$ cat config.mk
export PLATFORM = sky130hd
export DESIGN_NAME = multdiv_sequencer
export DESIGN_NICKNAME = d
export VERILOG_FILES = /design/src/rtl/multdiv_sequencer.sv
export SDC_FILE = /design/constraint.sdc
export NUM_CORES = 1
export LEC_CHECK = 0
export ABC_AREA = 1
export CORE_ASPECT_RATIO = 1.75
export CORE_MARGIN = 2
export CORE_UTILIZATION = 29
export CTS_BUF_LIST = sky130_fd_sc_hd__clkbuf_8
export CTS_CLUSTER_SIZE = 25
export DETAILED_ROUTE_END_ITERATION = 16
export GPL_ROUTABILITY_DRIVEN = 0
export PLACE_DENSITY = 0.44
export SETUP_SLACK_MARGIN = 0.05
export SLEW_MARGIN = 20
export SYNTH_ARGS = -nofsm -noshare
export SYNTH_HDL_FRONTEND = slang
export SYNTH_SLANG_ARGS = --single-unit
$ cat constraint.sdc
create_clock -name clock -period 2.2 [get_ports clock]
set_clock_uncertainty 0.05 [all_clocks]
set_input_delay 0.44 -clock clock [delete_from_list [all_inputs] [get_ports clock]]
set_output_delay 0.44 -clock clock [all_outputs]
set_load 0.02 [all_outputs]
$ cat src/rtl/multdiv_sequencer.sv
// multdiv_sequencer
//
// Multi-cycle signed 32-bit multiply/divide controller.  A start pulse in IDLE
// takes over the shared ALU for 32 radix-2 iterations: shift-add for
// multiply and restoring division for divide.  The ALU only does the
// per-iteration add or subtract.  Sign handling, carry detection and the
// final negation / overflow check are done here.
//
// Ports
//   clock           system clock, rising edge
//   reset_n         asynchronous active-low reset
//   ctrl_MULT       start-multiply pulse (sampled in IDLE, wins over ctrl_DIV)
//   ctrl_DIV        start-divide pulse (sampled in IDLE)
//   data_operandA   multiplicand / dividend (signed), latched on start
//   data_operandB   multiplier / divisor (signed), latched on start
//   data_result     product low word or quotient, held until next completion
//   data_exception  overflow / divide-by-zero flag, valid with data_resultRDY
//   data_resultRDY  one-cycle completion strobe
//   busy            high from the start edge until data_resultRDY rises
//   alu_operandA/B  ALU operand drives (zero outside the RUN states)
//   alu_opcode      00000 = add, 00001 = subtract
//   alu_shiftamt    always zero
//   alu_result      combinational ALU result
//   dbg_state       current FSM state for checkers
//
// Handshake: a start pulse is consumed on the rising edge at which the FSM is
// in IDLE; pulses in any other state are dropped, never queued.  The result is
// qualified by data_resultRDY for exactly one cycle and held afterwards.

module multdiv_sequencer (
    input  logic        clock,
    input  logic        reset_n,
    input  logic        ctrl_MULT,
    input  logic        ctrl_DIV,
    input  logic [31:0] data_operandA,
    input  logic [31:0] data_operandB,
    output logic [31:0] data_result,
    output logic        data_exception,
    output logic        data_resultRDY,
    output logic        busy,
    output logic [31:0] alu_operandA,
    output logic [31:0] alu_operandB,
    output logic [4:0]  alu_opcode,
    output logic [4:0]  alu_shiftamt,
    input  logic [31:0] alu_result,
    output logic [1:0]  dbg_state
);

    typedef enum logic [1:0] {
        S_IDLE    = 2'd0,
        S_RUN_MUL = 2'd1,
        S_RUN_DIV = 2'd2,
        S_FIXUP   = 2'd3
    } state_t;

    localparam logic [4:0] OP_ADD = 5'b00000;
    localparam logic [4:0] OP_SUB = 5'b00001;

    state_t      state_q;
    logic [5:0]  cnt_q;
    logic [31:0] mag_a_q;
    logic [31:0] mag_b_q;
    logic        sign_q;
    logic        op_div_q;
    // Multiply: acc_hi = P_hi, acc_lo = P_lo.  Divide: acc_hi = R, acc_lo = Q.
    logic [31:0] acc_hi_q;
    logic [31:0] acc_lo_q;
    logic [31:0] acc_hi_d;
    logic [31:0] acc_lo_d;

    // Magnitudes of the incoming operands; 0x80000000 maps onto itself,
    // which is exactly its unsigned magnitude.
    logic [31:0] abs_a;
    logic [31:0] abs_b;
    assign abs_a = data_operandA[31] ? (~data_operandA + 32'd1) : data_operandA;
    assign abs_b = data_operandB[31] ? (~data_operandB + 32'd1) : data_operandB;

    // Divide: {R, Q} shifted left by one.  R < magB <= 2^31 so R' fits in 32 bits.
    logic [31:0] rem_sh;
    logic [31:0] quo_sh;
    assign rem_sh = {acc_hi_q[30:0], acc_lo_q[31]};
    assign quo_sh = {acc_lo_q[30:0], 1'b0};

    // Multiply: P_hi + magA wrapped if the sum is smaller than P_hi.
    logic mul_carry;
    assign mul_carry = (alu_result < acc_hi_q);

    always_comb begin
        alu_operandA = 32'd0;
        alu_operandB = 32'd0;
        alu_opcode   = OP_ADD;
        case (state_q)
            S_RUN_MUL: begin
                alu_operandA = acc_hi_q;
                alu_operandB = mag_a_q;
                alu_opcode   = OP_ADD;
            end
            S_RUN_DIV: begin
                alu_operandA = rem_sh;
                alu_operandB = mag_b_q;
                alu_opcode   = OP_SUB;
            end
            default: ;
        endcase
    end

    assign alu_shiftamt = 5'd0;
    assign dbg_state    = state_q;

    always_comb begin
        acc_hi_d = acc_hi_q;
        acc_lo_d = acc_lo_q;
        case (state_q)
            S_RUN_MUL: begin
                if (acc_lo_q[0]) begin
                    {acc_hi_d, acc_lo_d} = {mul_carry, alu_result, acc_lo_q[31:1]};
                end else begin
                    {acc_hi_d, acc_lo_d} = {1'b0, acc_hi_q, acc_lo_q[31:1]};
                end
            end
            S_RUN_DIV: begin
                if (rem_sh >= mag_b_q) begin
                    acc_hi_d = alu_result;
                    acc_lo_d = {quo_sh[31:1], 1'b1};
                end else begin
                    acc_hi_d = rem_sh;
                    acc_lo_d = quo_sh;
                end
            end
            default: ;
        endcase
    end

    // Result fix-up, evaluated during the FIXUP cycle.
    logic [63:0] mul_mag;
    logic [31:0] mul_res;
    logic        mul_exc;
    logic        div_zero;
    logic [31:0] div_res;
    logic        div_exc;

    assign mul_mag  = {acc_hi_q, acc_lo_q};
    assign mul_res  = sign_q ? (~acc_lo_q + 32'd1) : acc_lo_q;
    assign mul_exc  = sign_q ? (mul_mag > 64'h0000_0000_8000_0000)
                             : (mul_mag > 64'h0000_0000_7FFF_FFFF);
    assign div_zero = (mag_b_q == 32'd0);
    // A positive quotient with bit 31 set only arises from 0x80000000 / -1.
    assign div_res  = div_zero ? 32'd0 : (sign_q ? (~acc_lo_q + 32'd1) : acc_lo_q);
    assign div_exc  = div_zero | (~sign_q & acc_lo_q[31]);

    always_ff @(posedge clock or negedge reset_n) begin
        if (!reset_n) begin
            state_q        <= S_IDLE;
            cnt_q          <= 6'd0;
            mag_a_q        <= 32'd0;
            mag_b_q        <= 32'd0;
            sign_q         <= 1'b0;
            op_div_q       <= 1'b0;
            acc_hi_q       <= 32'd0;
            acc_lo_q       <= 32'd0;
            data_result    <= 32'd0;
            data_exception <= 1'b0;
            data_resultRDY <= 1'b0;
            busy           <= 1'b0;
        end else begin
            data_resultRDY <= 1'b0;
            case (state_q)
                S_IDLE: begin
                    if (ctrl_MULT || ctrl_DIV) begin
                        mag_a_q  <= abs_a;
                        mag_b_q  <= abs_b;
                        sign_q   <= data_operandA[31] ^ data_operandB[31];
                        cnt_q    <= 6'd0;
                        acc_hi_q <= 32'd0;
                        busy     <= 1'b1;
                        if (ctrl_MULT) begin
                            op_div_q <= 1'b0;
                            acc_lo_q <= abs_b;
                            state_q  <= S_RUN_MUL;
                        end else begin
                            op_div_q <= 1'b1;
                            acc_lo_q <= abs_a;
                            state_q  <= (data_operandB == 32'd0) ? S_FIXUP : S_RUN_DIV;
                        end
                    end
                end
                S_RUN_MUL, S_RUN_DIV: begin
                    acc_hi_q <= acc_hi_d;
                    acc_lo_q <= acc_lo_d;
                    cnt_q    <= cnt_q + 6'd1;
                    if (cnt_q == 6'd31) begin
                        state_q <= S_FIXUP;
                    end
                end
                S_FIXUP: begin
                    data_result    <= op_div_q ? div_res : mul_res;
                    data_exception <= op_div_q ? div_exc : mul_exc;
                    data_resultRDY <= 1'b1;
                    busy           <= 1'b0;
                    state_q        <= S_IDLE;
                end
                default: state_q <= S_IDLE;
            endcase
        end
    end

endmodule
==> metrics.txt <==
wirelength, routed about 71000 µm; gr usage total about 28%; final hold violations 0; Die Y-Extent approximately 300 µm; Worst VDD drop about 0.89 mV; Reg-to-Reg Start mag_b_q[25]$_DFFE_PN0P_; status finished with violations; reg-to-reg endpoint acc_hi_q[29]$_DFFE_PN0P_; r2r setup slk -90 ps; detailed-route wire length per cell 20.8 µm; largest net degree at the start of global routing 67; Synth Cell Area 14100 µm²; clk root buf clkbuf_8; antenna-violating nets left 0; sequential-to-total area share from yosys stat just over 30%; drt initial violations between 1000 and 1500; Final WS setup -302 ps; DR DRC count 0; post-synthesis cell count 2194; Tmin final approximately 2500 ps; Placeable Area 47900 µm²; Synth area leaders dfrtp_1, nand2_1, nand3_1; vias in the first global route 17800; Synth Register Bits 173; Lkg Pwr roughly 11 nW; Horiz. Die Dim ~170 µm; Vias/cell roughly 5.1; via count approximately 17000; fin nets 2942; Post-synth EDFFs 0; Worst Setup Start Kind register; Worst-Skew Late Latency between 500 and 600 ps; initial antenna violation count 2; Netlist cell types 47; area grow syn2layout 64.0%; DP HPWL between 50000 and 60000 µm; CTS tree yes; maximum fanout along the worst path 6; pre-CTS setup slack -875 ps; Mean Syn Cell Area roughly 6.4 µm²; Setup crit end kind output pin; ys flop type dfrtp_1; PortBufs 201; layout cells sized above 1 32.9%; Initial Utilization 29.4%; hold crit path type input port to asynchronous set/reset pin; Synth area leader dfrtp_1; clock slew seen by the registers of the worst setup and hold paths ~120 ps; GRT overflow 0; R2R depth 16; die area 50300 µm²; PD cells ~1600 nW/µm²; most frequent cells in the layout nand2_1, buf_4, inv_1; Critical Path End alu_operandB[23]; unrepaired setup endpoints after global routing yes; max_cap viols 0; failing checks negative setup slack; Synth top area share between 30 and 40%; setup TNS -17310 ps; I/O pin cnt 211; first-pass GRT wire length 105000 µm; fin crit share 114%; CTS Buffer Depth 2; final number of setup-violating endpoints 110; CTS Buf Count 17; most common cell after layout, fill and taps aside nand2_1; Max-Slew Margin vs Limit between 40% and 50%; clock sink total 173; Post-synth ARST share 100%; fmax 0.400 GHz; Crit. Startpoint dbg_state[1]$_DFFE_PN0P_; Final Max Slew Viols 0; Crit Path Category register to output pin; drt first pass iters 5; Worst Tran Pin Value around 820 ps; crit path DAT 2010 ps; H-tree depth 4; Ys Warns 0; WP data required 1710 ps; num rows roughly 110
-- where the power goes --
group	total (mW)	switching, mW	internal (mW)
clock	2.51	1.48	1.03
sequential	6.49	1.67	4.82
combinational	28.2	15.9	12.3
total	37.2	19.1	18.1
-- cell usage after synthesis, types with 17 or more instances --
cell and number:
a21oi_1 189, nor2_1 187, clkbuf_1 76, xor2_1 39, o21ai_1 17, buf_2 19
o21ai_0 161, nand2_1 626, nand3_1 205, ha_1 72, inv_1 229, a31oi_1 29
dfrtp_1 173, nand4_1 35
-- critical path, cell delays in order (launching register included) --
cell,delay [ps]
dfrtp_1,420
inv_2,110
ha_4,280
buf_12,160
nand2_1,130
a21oi_4,230
buf_6,140
-- layer usage --
layer  track usage (%)  up-vias  routed length (µm)
met2              54.1      516               38600
met4              18.3        0                5250
met3              2.61      204                2290
met5                 0        -                   0
li1                  -     8327                   -
met1              27.9     8309               25200
-- sequential cells by signal, summed over array words and instances (netlist names) --
| signal | count |
|---|---|
| dbg_state | 2 |
| data_exception | 1 |
| busy | 1 |
| cnt_q | 6 |
| op_div_q | 1 |
| data_result | 32 |
| sign_q | 1 |
| acc_hi_q | 32 |
| mag_b_q | 32 |
| data_resultRDY | 1 |
| mag_a_q | 32 |
| acc_lo_q | 32 |
-- cell families (layout without fill, tap and decap cells) --
group / count (synthesis) / after routing / synth area share [%]
AOI/OAI and AO/OA: 433 / 433 / 16.4
xor gates and xnor gates: 47 / 47 / 2.93
other: 1 / 11 / 0.0267
and+or+nand+nor: 1109 / 1111 / 33.2
buffers and inverters: 359 / 938 / 10.2
adders and majority gates: 72 / 72 / 6.40
DFF: 173 / 173 / 30.8
-- timing repair --
action | 4_1_cts | 5_1_grt
endpoints found under the hold margin | 22 | 0
gates cloned | 14 | 13
endpoints found under the setup margin | 154 | 156
resized for setup | 594 | 226
hold buffers | 1 | 0
pin swaps | 44 | 96
setup buffers | 32 | 36
-- metrics by stage --
step	total power, mW	instance area [µm²]	utilization (%)	cells	hold slack, ps
2_1_floorplan	18.0	14500	-	2202	94.4
3_3_place_gp	27.1	19800	41.3	3313	279
3_5_place_dp	27.2	19800	41.3	3313	275
4_1_cts	34.2	21800	45.5	3391	282
5_1_grt	39.6	23100	48.2	3433	308
6_report	37.2	23100	48.2	3433	291
-- cell type report --
class	count	area (µm²)
Timing Repair Buffer	664	6470
Antenna cell	2	5.00
Inverter	241	925
Clock inverter	13	163
Sequential cell	173	4340
Multi-Input combinational cell	1672	10100
Clock buffer	19	262
Tap cell	648	811
Fill cell	4857	24800
Timing Repair inverter	1	7.51
-- how the worst min path moves through the flow --
stage                        from                         end  slack (ps)  cells past startpoint
after floorplan           reset_n     acc_hi_q[0]$_DFFE_PN0P_          90                      0
after global placement    reset_n  data_result[6]$_DFFE_PN0P_         280                      1
after detailed placement  reset_n  data_result[6]$_DFFE_PN0P_         280                      1
after CTS                 reset_n  data_result[6]$_DFFE_PN0P_         280                      2
after global routing      reset_n  data_result[6]$_DFFE_PN0P_         310                      2
final                     reset_n  data_result[6]$_DFFE_PN0P_         290                      2
Power figures use the tool's default switching activity.
